[src/rtl/cpu_pkg.sv]
// cpu_pkg: shared types and constants for the pipeline control blocks
package cpu_pkg;
  typedef enum logic {IDLE, BUSY} mdu_st_t;
  localparam logic [4:0] REG_ZERO = 5'd0;
  localparam int MDU_LAT_DEF = 4;
endpackage

[src/rtl/hazard_ctrl_if.sv]
// hazard_ctrl_if: ID/EX hazard inputs and pipeline-register controls
interface hazard_ctrl_if #(parameter int CNTW = 16);
  logic [4:0] id_rs, id_rt, ex_rt;
  logic id_uses_rs, id_uses_rt, id_mdu_start, id_reads_hilo, id_redirect, ex_memread;
  logic stall_pc, stall_if_id, flush_if_id, flush_id_ex, mdu_busy;
  logic [CNTW-1:0] stall_count;
  modport master (
    output id_rs, id_rt, ex_rt, id_uses_rs, id_uses_rt, id_mdu_start, id_reads_hilo, id_redirect, ex_memread,
    input stall_pc, stall_if_id, flush_if_id, flush_id_ex, mdu_busy, stall_count
  );
  modport slave (
    input id_rs, id_rt, ex_rt, id_uses_rs, id_uses_rt, id_mdu_start, id_reads_hilo, id_redirect, ex_memread,
    output stall_pc, stall_if_id, flush_if_id, flush_id_ex, mdu_busy, stall_count
  );
endinterface

[src/rtl/sat_counter.sv]
// sat_counter: counts inc cycles, holds at all-ones, async clear on rst_n
module sat_counter #(parameter int N = 16) (
  input  logic         clk,
  input  logic         rst_n,
  input  logic         inc,
  output logic [N-1:0] q
);
  // increment unless already saturated
  always_ff @(posedge clk or negedge rst_n)
    if (!rst_n) q <= '0;
    else if (inc && !(&q)) q <= q + 1'b1;
endmodule

[src/rtl/hazard_ctrl.sv]
// hazard_ctrl: load-use, redirect and MDU hazard control for the 5-stage pipeline
module hazard_ctrl
  import cpu_pkg::*;
#(
  parameter int MDU_LAT = MDU_LAT_DEF,
  parameter int CNTW    = 16
) (
  input logic         clk,
  input logic         rst_n,
  hazard_ctrl_if.slave h
);
  mdu_st_t    st;
  logic [3:0] cnt;
  logic       lu_haz, mdu_haz, stall;
  assign lu_haz  = h.ex_memread && (h.ex_rt != REG_ZERO) &&
                   ((h.id_uses_rs && h.id_rs == h.ex_rt) || (h.id_uses_rt && h.id_rt == h.ex_rt));
  assign mdu_haz = (st == BUSY) && (h.id_mdu_start || h.id_reads_hilo);
  assign stall   = lu_haz || mdu_haz;
  assign h.stall_pc    = stall;
  assign h.stall_if_id = stall;
  assign h.flush_id_ex = stall;
  assign h.flush_if_id = h.id_redirect && !stall;
  assign h.mdu_busy    = (st == BUSY);
  // MDU occupancy: load on unstalled issue, leave BUSY when the count runs out
  always_ff @(posedge clk or negedge rst_n)
    if (!rst_n) begin
      st  <= IDLE;
      cnt <= '0;
    end else if (st == IDLE) begin
      if (h.id_mdu_start && !stall) begin
        st  <= BUSY;
        cnt <= 4'(MDU_LAT - 1);
      end
    end else begin
      cnt <= cnt - 4'd1;
      if (cnt == 4'd1) st <= IDLE;
    end
  sat_counter #(.N(CNTW)) u_stall_cnt (
    .clk  (clk),
    .rst_n(rst_n),
    .inc  (stall),
    .q    (h.stall_count)
  );
endmodule
[src/flat_wrapper.sv]
// flat-port wrapper written by rule: the top's interface ports become plain ports
module hazard_ctrl_flat import cpu_pkg::*;
#(
  parameter int MDU_LAT = MDU_LAT_DEF,
  parameter int CNTW    = 16
)
  (clk, rst_n, h_id_rs, h_id_rt, h_ex_rt, h_id_uses_rs, h_id_uses_rt, h_id_mdu_start, h_id_reads_hilo, h_id_redirect, h_ex_memread, h_stall_pc, h_stall_if_id, h_flush_if_id, h_flush_id_ex, h_mdu_busy, h_stall_count);
  hazard_ctrl_if #(.CNTW(CNTW)) h_i ();
  input logic clk;
  input logic rst_n;
  input wire logic [$bits(h_i.id_rs)-1:0] h_id_rs;
  input wire logic [$bits(h_i.id_rt)-1:0] h_id_rt;
  input wire logic [$bits(h_i.ex_rt)-1:0] h_ex_rt;
  input wire logic [$bits(h_i.id_uses_rs)-1:0] h_id_uses_rs;
  input wire logic [$bits(h_i.id_uses_rt)-1:0] h_id_uses_rt;
  input wire logic [$bits(h_i.id_mdu_start)-1:0] h_id_mdu_start;
  input wire logic [$bits(h_i.id_reads_hilo)-1:0] h_id_reads_hilo;
  input wire logic [$bits(h_i.id_redirect)-1:0] h_id_redirect;
  input wire logic [$bits(h_i.ex_memread)-1:0] h_ex_memread;
  output wire logic [$bits(h_i.stall_pc)-1:0] h_stall_pc;
  output wire logic [$bits(h_i.stall_if_id)-1:0] h_stall_if_id;
  output wire logic [$bits(h_i.flush_if_id)-1:0] h_flush_if_id;
  output wire logic [$bits(h_i.flush_id_ex)-1:0] h_flush_id_ex;
  output wire logic [$bits(h_i.mdu_busy)-1:0] h_mdu_busy;
  output wire logic [$bits(h_i.stall_count)-1:0] h_stall_count;
  assign h_i.id_rs = h_id_rs;
  assign h_i.id_rt = h_id_rt;
  assign h_i.ex_rt = h_ex_rt;
  assign h_i.id_uses_rs = h_id_uses_rs;
  assign h_i.id_uses_rt = h_id_uses_rt;
  assign h_i.id_mdu_start = h_id_mdu_start;
  assign h_i.id_reads_hilo = h_id_reads_hilo;
  assign h_i.id_redirect = h_id_redirect;
  assign h_i.ex_memread = h_ex_memread;
  assign h_stall_pc = h_i.stall_pc;
  assign h_stall_if_id = h_i.stall_if_id;
  assign h_flush_if_id = h_i.flush_if_id;
  assign h_flush_id_ex = h_i.flush_id_ex;
  assign h_mdu_busy = h_i.mdu_busy;
  assign h_stall_count = h_i.stall_count;
  hazard_ctrl #(.MDU_LAT(MDU_LAT), .CNTW(CNTW)) u_core (.clk(clk), .rst_n(rst_n), .h(h_i));
endmodule
[config.mk]
export PLATFORM = sky130hd
export DESIGN_NAME = hazard_ctrl_flat
export DESIGN_NICKNAME = d
export VERILOG_FILES = /design/src/rtl/cpu_pkg.sv /design/src/rtl/hazard_ctrl_if.sv /design/src/rtl/sat_counter.sv /design/src/rtl/hazard_ctrl.sv /design/src/flat_wrapper.sv
export SDC_FILE = /design/constraint.sdc
export NUM_CORES = 1
export LEC_CHECK = 0
export BUFFER_PORTS_ARGS = -buffer_cell sky130_fd_sc_hd__buf_4
export CAP_MARGIN = 30
export CELL_PAD_IN_SITES_DETAIL_PLACEMENT = 1
export CELL_PAD_IN_SITES_GLOBAL_PLACEMENT = 1
export CORE_MARGIN = 2
export CORE_UTILIZATION = 40
export CTS_BUF_LIST = sky130_fd_sc_hd__clkbuf_4
export DETAILED_ROUTE_END_ITERATION = 8
export PLACE_DENSITY_LB_ADDON = 0.3
export SYNTH_ARGS = -nofsm -noshare
export SYNTH_HDL_FRONTEND = slang
export SYNTH_SLANG_ARGS = --single-unit
[constraint.sdc]
create_clock -name clk -period 2.9 [get_ports clk]
set_input_delay 0.58 -clock clk [delete_from_list [all_inputs] [get_ports clk]]
set_output_delay 0.58 -clock clk [all_outputs]
set_load 0.05 [all_outputs]
== Word-level counts from Yosys, hierarchy flattened ==
Index checks and enable logic that the tools add are counted.

* Bits of input ports: 23
* Output and inout port bits: 21
* RAM bits: 0
* Bits in latches: 0
* Memories kept: 0
* Register bits after elaboration: 21
* Word-level logic and storage cells: 29
* Bits in read-only memories: 0

* Equal/unequal tests: 3
* Multiplexer cells: 5
* Multipliers: 0
* Shift-type cells: 0
* $add $sub $neg: 2
* Divide/modulo/power cells: 0
* Reduce and logical (&&, ||, !) cells: 16
* Bitwise logic cells: 0
* Order comparisons: 0

{| class="wikitable"
|+ Operator list
! cell !! count
|-
| $add 16x1->16 const B || 1
|-
| $reduce_and 16->1 || 1
|-
| $eq 5x5->1 || 2
|-
| $logic_and 1x1->1 || 8
|-
| $mux 4 || 2
|-
| $reduce_bool 5->1 || 1
|-
| $eq 4x1->1 const B || 1
|-
| $sub 4x1->4 const B || 1
|-
| $logic_or 1x1->1 || 3
|-
| $mux 1 || 3
|-
| $logic_not 1->1 || 2
|-
| $reduce_bool 2->1 || 1
|}

== Logic depth before layout (Yosys ltp) ==
Gate-level depths: netlist (run 1).

* Word-level depth: 9
* Mapped depth: 8
* Gate-level depth less buffers: 7

== Modules after synthesis ==
From an unflattened synthesis (run 1), not the netlist that was laid out.

* Cells, all modules: 127
* Area total of the unflattened synthesis: 1302.5 µm²

{| class="wikitable"
|+ Modules (own cells, without submodules)
! module !! area each (µm²) !! cells each !! times used !! sequential area each (µm²)
|-
| sat_counter || 840.8 || 75 || 1 || 400.4
|-
| hazard_ctrl || 461.7 || 52 || 1 || 125.1
|}

== Worst setup path before layout (run 1) ==
Ideal clock, no wire load.

* Path type: input -> output
* From: input port h_ex_rt[0]
* To: output port h_stall_if_id
* Arrival: 2261 ps
* Path slack: 59 ps
* Required time: 2320 ps
* Cell stages on the path: 6
* Path buffers: 2
* Cells stage by stage: or4_1 > o21a_1 > o21ai_4 > buf_12 > nand2_1 > buf_4

* Longest elaborated chain between the ends: 5
* Elaborated cells between the ends (all ways): 9
* Classes of those cells: 2 x eq/ne; 7 x reduce/logical

{| class="wikitable"
|+ Ends and longest elaborated chain
! item !! RTL line !! RTL
|-
| start: declaration || flat_wrapper.sv:13 || <nowiki>input wire logic [$bits(h_i.ex_rt)-1:0] h_ex_rt;</nowiki>
|-
| $eq 5x5->1 || hazard_ctrl.sv:16 || <nowiki>((h.id_uses_rs && h.id_rs == h.ex_rt) || (h.id_uses_rt && h.id_rt == h.ex_rt));</nowiki>
|-
| $logic_and 1x1->1 || hazard_ctrl.sv:16 ||
|-
| $logic_or 1x1->1 || hazard_ctrl.sv:16 ||
|-
| $logic_and 1x1->1 * || hazard_ctrl.sv:15 || <nowiki>assign lu_haz = h.ex_memread && (h.ex_rt != REG_ZERO) &&</nowiki>
|-
| $logic_or 1x1->1 * || hazard_ctrl.sv:18 || <nowiki>assign stall = lu_haz || mdu_haz;</nowiki>
|-
| end: declaration || flat_wrapper.sv:21 || <nowiki>output wire logic [$bits(h_i.stall_if_id)-1:0] h_stall_if_id;</nowiki>
|}

Mark *: on every way between the ends. The rest lies on a longest branch, timed or not.

== Worst setup path in the final report (run 1) ==
* From: input port h_ex_rt[1]
* To: output port h_flush_if_id

* Longest elaborated chain between the ends: 7
* Elaborated cells between the ends (all ways): 11
* Classes of those cells: 2 x eq/ne; 9 x reduce/logical

{| class="wikitable"
|+ Ends and longest elaborated chain
! item !! RTL line !! RTL
|-
| $eq 5x5->1 || hazard_ctrl.sv:16 ||
|-
| $logic_and 1x1->1 || hazard_ctrl.sv:16 ||
|-
| $logic_or 1x1->1 || hazard_ctrl.sv:16 ||
|-
| $logic_and 1x1->1 * || hazard_ctrl.sv:15 ||
|-
| $logic_or 1x1->1 * || hazard_ctrl.sv:18 ||
|-
| $logic_not 1->1 * || hazard_ctrl.sv:22 || <nowiki>assign h.flush_if_id = h.id_redirect && !stall;</nowiki>
|-
| $logic_and 1x1->1 * || hazard_ctrl.sv:22 ||
|-
| end: declaration || flat_wrapper.sv:22 || <nowiki>output wire logic [$bits(h_i.flush_if_id)-1:0] h_flush_if_id;</nowiki>
|}

Marked as above.

==> impl_metrics.py, run 1 <==
metrics = {
    "clocking": {
        "cts_setup_buffers": 0,
        "h-tree-depth": 1,
        "cts_buffer_depth": 2,
        "clock_latency_ns": 0.30,
        "cts_resized": 0,
        "root_buffer": "clkbuf_4",
        "cts_buffers": 3,
        "ctsHoldBuffers": 0,
        "numClockSinks": 21,
        "clk_pin_slew_worst_paths_ns": 0.12,
        "cts_tree": "yes",
    },
    "final_layout": {
        "fillers": 386,
        "final_cell_area_mm2": 0.001759,
        "nets": 203,
        "syn2layout_area_growth_pct": 28.17,
        "final_layout_size_suffix_gt1_share_pct": 39.20,
        "seq_area_um2": 525.5,
        "multiInputGateArea_um2": 770.7,
        "diodes": 0,
    },
    "power": {
        "p_leak_nw": 0.8256,
        "vdd_drop_max_uv": 530.5,
        "p_switching_w": 0.0007496,
        "swShare_pct": 50.06,
        "p_per_area_mw_per_mm2": 851.2,
        "power_frac_clock_pct": 10.3,
        "p_int_w": 0.0007479,
        "p_seq_share_pct": 33.6,
        "comb_power_share_pct": 56.1,
    },
    "setup_path": {
        "critPathMaxFanout": 3,
        "path_class": "in -> out",
        "reg2reg_to": "u_core.u_stall_cnt.q[1]",
        "r2r_slack_ns": 0.76,
        "end_kind": "primary output",
        "reg2regPathDepth": 7,
        "critPathLaunchType": "primary input",
        "cp.required_ns": 2.32,
        "worst_ep_arrival_time_ns": 1.98,
        "r2r_start": "u_core.u_stall_cnt.q[0]",
    },
    "grt": {
        "grt_pass1_wl_um": 6003,
        "grt_antenna_before_repair": 0,
        "grt_overflow": 0,
        "grt_pass1_vias": 1278,
        "gr-usage-all-layers_pct": 19.12,
        "grt_max_degree": 22,
    },
    "yosys": {
        "synth_most_common_cell": "dfrtp_1",
        "yosysSeqAreaShare_pct": 38.29,
        "yosys_warnings": 0,
        "yosysTopAreaCellShare_pct": 38.29,
        "synth_nets": 157,
        "synth_seq_cells": 21,
        "netlist_area_mm2": 0.001373,
        "synthCells": 131,
        "synth-edff-count": 0,
        "synth_area_leader_cell": "dfrtp_1",
        "synth_ff_type": "dfrtp_1",
        "async_reset_ff_share_pct": 100.0,
        "synth.avg_cell_area_um2": 10.48,
        "synthTopCellsByArea": "dfrtp_1 38%, xor2_1 11%, a2111oi_2 5.5%",
        "synth_common_cells": "21 x dfrtp_1, 18 x xor2_1, 10 x nand2_1, 8 x nor2_1",
        "netlist-cell-type-count": 40,
    },
    "floorplanning": {
        "rows": 21,
        "boundaryPins": 44,
        "core-area_mm2": 0.003311,
        "die_w_um": 62.58,
        "die_area_mm2": 0.003916,
        "die_height_um": 62.58,
        "initial_core_util_pct": 41.46,
    },
    "timing": {
        "worstMarginPinSlew_ns": 0.3612,
        "max_freq_mhz": 390.2,
        "setup_tns_ns": 0,
        "slew_headroom_pct": 75.70,
        "rsz0062_at_grt": "false",
        "hold_slack_ns": 0.1450,
        "finalSetupViolCount": 0,
        "period_share_pct": 88.37,
        "period_minus_slack_ns": 2.563,
        "fin_skew_ns": 0.002515,
        "final-max-slew-violation-count": 0,
        "hold_violations": 0,
    },
    "routing": {
        "wire_per_inst_um": 15.46,
        "wl_met2_um": 1811,
        "ant_nets": 0,
        "dr.first_iter.drc_count": 37,
        "met3_length_um": 201,
        "drc": 0,
        "viasPerCell": 5.108,
        "first_pass_iters": 4,
        "wl_met1_um": 1398,
        "vias": 1134,
        "top_layer": "met4",
        "drt_wl_total_um": 3432,
    },
    "worst_hold_path": {
        "min_path_type": "in -> async",
    },
    "place": {
        "placed_area_mm2": 0.001729,
        "dp.final_hpwl_um": 2753,
        "gp_congestion": 0.7693,
        "port_buffers": 43,
    },
    "run": {
        "drv_cap": 0,
    },
    "status": {
        "outcome": "finished, final reports clean",
    },
}
[critical path, cell delays in order]
cell	delay, ns
buf_4	0.13
xor2_1	0.15
nor4_1	0.38
and3_2	0.30
o21ai_4	0.08
and3_1	0.18
buf_4	0.18
[placed cells by master, fill, tap and decap left out, types with 3 or more instances in the layout]
cell       instances
a2111oi_2          5
xnor2_1            4
a21oi_1            3
nor2_1             8
xor2_1            18
a211oi_2           4
ha_1               3
and3_1             3
clkbuf_4           4
buf_4             47
a21oi_2            3
inv_1              6
nand2_1           10
nand3_1            6
dfrtp_1           21
[metal layers]
layer,up-vias,global-route usage [%]
met4,0,3.333
met3,2,3.784
met2,39,37.37
li1,551,-
met1,542,21.40
met5,-,0
[kinds of logic after synthesis]
group	Yosys count	share of synthesized area, %
flops	21	38.29
fa+ha+maj	3	2.735
xor+xnor	22	14.04
simple gates	43	17.05
compound gates	25	18.14
mux	5	4.193
buf+inv	12	5.560
[flip-flops by register name, summed over array words and instances, names as in the netlist]
signal                count
u_core.cnt                4
u_core.h.mdu_busy         1
u_core.u_stall_cnt.q     16
[area by class of cell]
type,instances,area share [%]
tap,46,3.272
multi-input combinational,98,43.81
clock buffer,4,1.707
sequential,21,29.87
inverter,6,1.280
timing repair buffer,47,20.06
[worst max path at each step]
stage	endpoint	slack, ns	from	depth (start not counted)
after floorplan	h_stall_if_id	0.06	h_ex_rt[0]	6
after global placement	h_flush_if_id	0.44	h_ex_rt[0]	6
after detailed placement	u_core.u_stall_cnt.q[1]	0.28	h_ex_rt[1]	8
after CTS	h_flush_if_id	0.30	h_ex_rt[1]	7
after global routing	h_flush_if_id	0.26	h_ex_rt[1]	7
final	h_flush_if_id	0.34	h_ex_rt[1]	7
[power by group through the flow]
stage	Sequential (W)	Combinational, W	Clock [W]
6_report	0.000503	0.000840	0.000154
2_1_floorplan	0.000711	0.000390	0
4_1_cts	0.000505	0.000850	0.000157
3_5_place_dp	0.000509	0.000848	0
5_1_grt	0.000525	0.000906	0.000176
3_3_place_gp	0.000499	0.000817	0
[metrics by stage]
| stage | instances | setup slack [ns] | utilization (%) | total power, W |
|---|---|---|---|---|
| after floorplan | 131 | 0.05924 | - | 0.001100 |
| after global placement | 218 | 0.4353 | 52.23 | 0.001317 |
| after detailed placement | 218 | 0.2784 | 52.23 | 0.001357 |
| after CTS | 222 | 0.3009 | 53.14 | 0.001511 |
| after global routing | 222 | 0.2629 | 53.14 | 0.001606 |
| final | 222 | 0.3374 | 53.14 | 0.001497 |
Power figures use the tool's default switching activity.
==> inputs of run 2 (changes only) <==
- clock period: 2.9 -> 2.65 ns (I/O delays scaled with it)
==> impl_metrics.py, run 2 (synthesis results as in run 1) <==
metrics = {
    "power": {
        "p_total_w": 0.001630,
        "p_leak_nw": 0.8262,
        "vdd_drop_max_uv": 517.4,
        "p_per_area_mw_per_mm2": 925.1,
    },
    "final_layout": {
        "syn2layout_area_growth_pct": 28.35,
        "diodes": 0,
        "final_cell_count_no_fill": 222,
        "mostFrequentLayoutCells": "47 x buf_4, 21 x dfrtp_1, 18 x xor2_1, 9 x nand2_1, 8 x nor2_1",
        "regMostFlops": "u_core.u_stall_cnt.q",
        "nets": 203,
        "largest_reg_flops": 16,
        "utilization_pct": 53.21,
        "final_layout_size_suffix_gt1_share_pct": 39.77,
        "layout_commonest_cell": "buf_4",
    },
    "grt": {
        "grt_pass1_wl_um": 5485,
        "gr-usage-all-layers_pct": 17.34,
        "grt_antenna_before_repair": 0,
        "grt_pass1_vias": 1194,
        "grt_overflow": 0,
        "grt_max_degree": 22,
    },
    "clocking": {
        "cts_tree": "yes",
        "cts_buffers": 3,
        "ctsHoldBuffers": 0,
        "root_buffer": "clkbuf_4",
        "clock_latency_ns": 0.30,
        "clk_pin_slew_worst_paths_ns": 0.12,
        "cts_buffer_depth": 2,
        "cts_resized": 0,
        "h-tree-depth": 1,
        "cts_setup_buffers": 0,
        "numClockSinks": 21,
    },
    "timing": {
        "hold_violations": 0,
        "period_minus_slack_ns": 2.397,
        "fin_skew_ns": 0.003136,
        "period_share_pct": 90.46,
        "max_freq_mhz": 417.2,
        "rsz0062_at_grt": "false",
        "slew_headroom_pct": 77.82,
        "setup_tns_ns": 0,
        "final-max-slew-violation-count": 0,
        "finalSetupViolCount": 0,
        "worstMarginPinSlew_ns": 0.3320,
    },
    "setup_path": {
        "critPathMaxFanout": 3,
        "cp.required_ns": 2.12,
        "path_class": "in -> out",
        "reg2reg_to": "u_core.u_stall_cnt.q[8]",
        "worst_ep_arrival_time_ns": 1.87,
        "reg2regPathDepth": 8,
        "end_kind": "primary output",
        "critPathLaunchType": "primary input",
        "r2r_start": "u_core.u_stall_cnt.q[0]",
        "r2r_slack_ns": 0.62,
    },
    "floorplanning": {
        "boundaryPins": 44,
        "die_area_mm2": 0.003916,
        "die_height_um": 62.58,
        "core-area_mm2": 0.003311,
        "die_w_um": 62.58,
        "initial_core_util_pct": 41.46,
        "rows": 21,
    },
    "routing": {
        "first_pass_iters": 4,
        "wire_per_inst_um": 14.32,
        "drc": 0,
        "vias": 1133,
        "ant_nets": 0,
        "drt_wl_total_um": 3180,
        "viasPerCell": 5.104,
        "dr.first_iter.drc_count": 47,
    },
    "worst_hold_path": {
        "min_path_type": "in -> async",
    },
    "place": {
        "dp.final_hpwl_um": 2603,
        "gp_congestion": 0.7646,
        "dp.cells": 218,
        "port_buffers": 43,
    },
    "status": {
        "outcome": "finished, final reports clean",
    },
    "run": {
        "drv_cap": 0,
    },
}
run 2: cell count changes in the layout (fill, tap and decap cells not counted):
cell	change
nand2_1	-1
nand2_2	+1
run 2: routing by layer:
metal	track usage [%]	wire [um]	vias to the layer above
li1	-	-	556
met1	20.92	1372	539
met2	31.45	1608	38
met3	4.144	199	0
met4	3.333	0	0
met5	0	0	-
run 2: layout make-up:
| type | count | area (um2) |
|---|---|---|
| Clock buffer | 4 | 30.03 |
| Timing Repair Buffer | 47 | 352.8 |
| Multi-Input combinational cell | 98 | 773.2 |
| Sequential cell | 21 | 525.5 |
| Tap cell | 46 | 57.56 |
| Fill cell | 406 | 1549 |
| Inverter | 6 | 22.52 |
run 2: worst max-delay path by stage:
stage / cells after the start / from / endpoint
final: 7 / h_ex_rt[1] / h_flush_if_id
after global routing: 7 / h_ex_rt[1] / h_flush_if_id
after CTS: 7 / h_ex_rt[1] / h_flush_if_id
after detailed placement: 8 / h_ex_rt[1] / u_core.u_stall_cnt.q[1]
after global placement: 8 / h_ex_rt[1] / u_core.u_stall_cnt.q[1]
after floorplan: 5 / h_ex_rt[0] / h_flush_if_id
run 2: worst max-delay path: stages:
cell and delay [ns]:
buf_4 0.13, xor2_1 0.15, nor4_1 0.32, and3_2 0.28, o21ai_4 0.08, and3_1 0.19, buf_4 0.18
run 2: metrics by stage:
step                      hold slack (ns)  worst slack (ns)  instance area (um2)
final                             0.08997            0.2529                 1762
after CTS                         0.09623            0.2205                 1762
after global placement             0.4297            0.2595                 1732
after floorplan                    0.2344           0.08202                 1375
after global routing              0.09524            0.1757                 1762
after detailed placement           0.4334            0.1617                 1732
run 2: power breakdown:
| part | internal (W) | leakage, nW | total (W) | switching (W) |
|---|---|---|---|---|
| clock network | 0.0000688 | 0.0184 | 0.000169 | 0.0000998 |
| logic | 0.000317 | 0.552 | 0.000913 | 0.000596 |
| registers | 0.000427 | 0.256 | 0.000548 | 0.000121 |
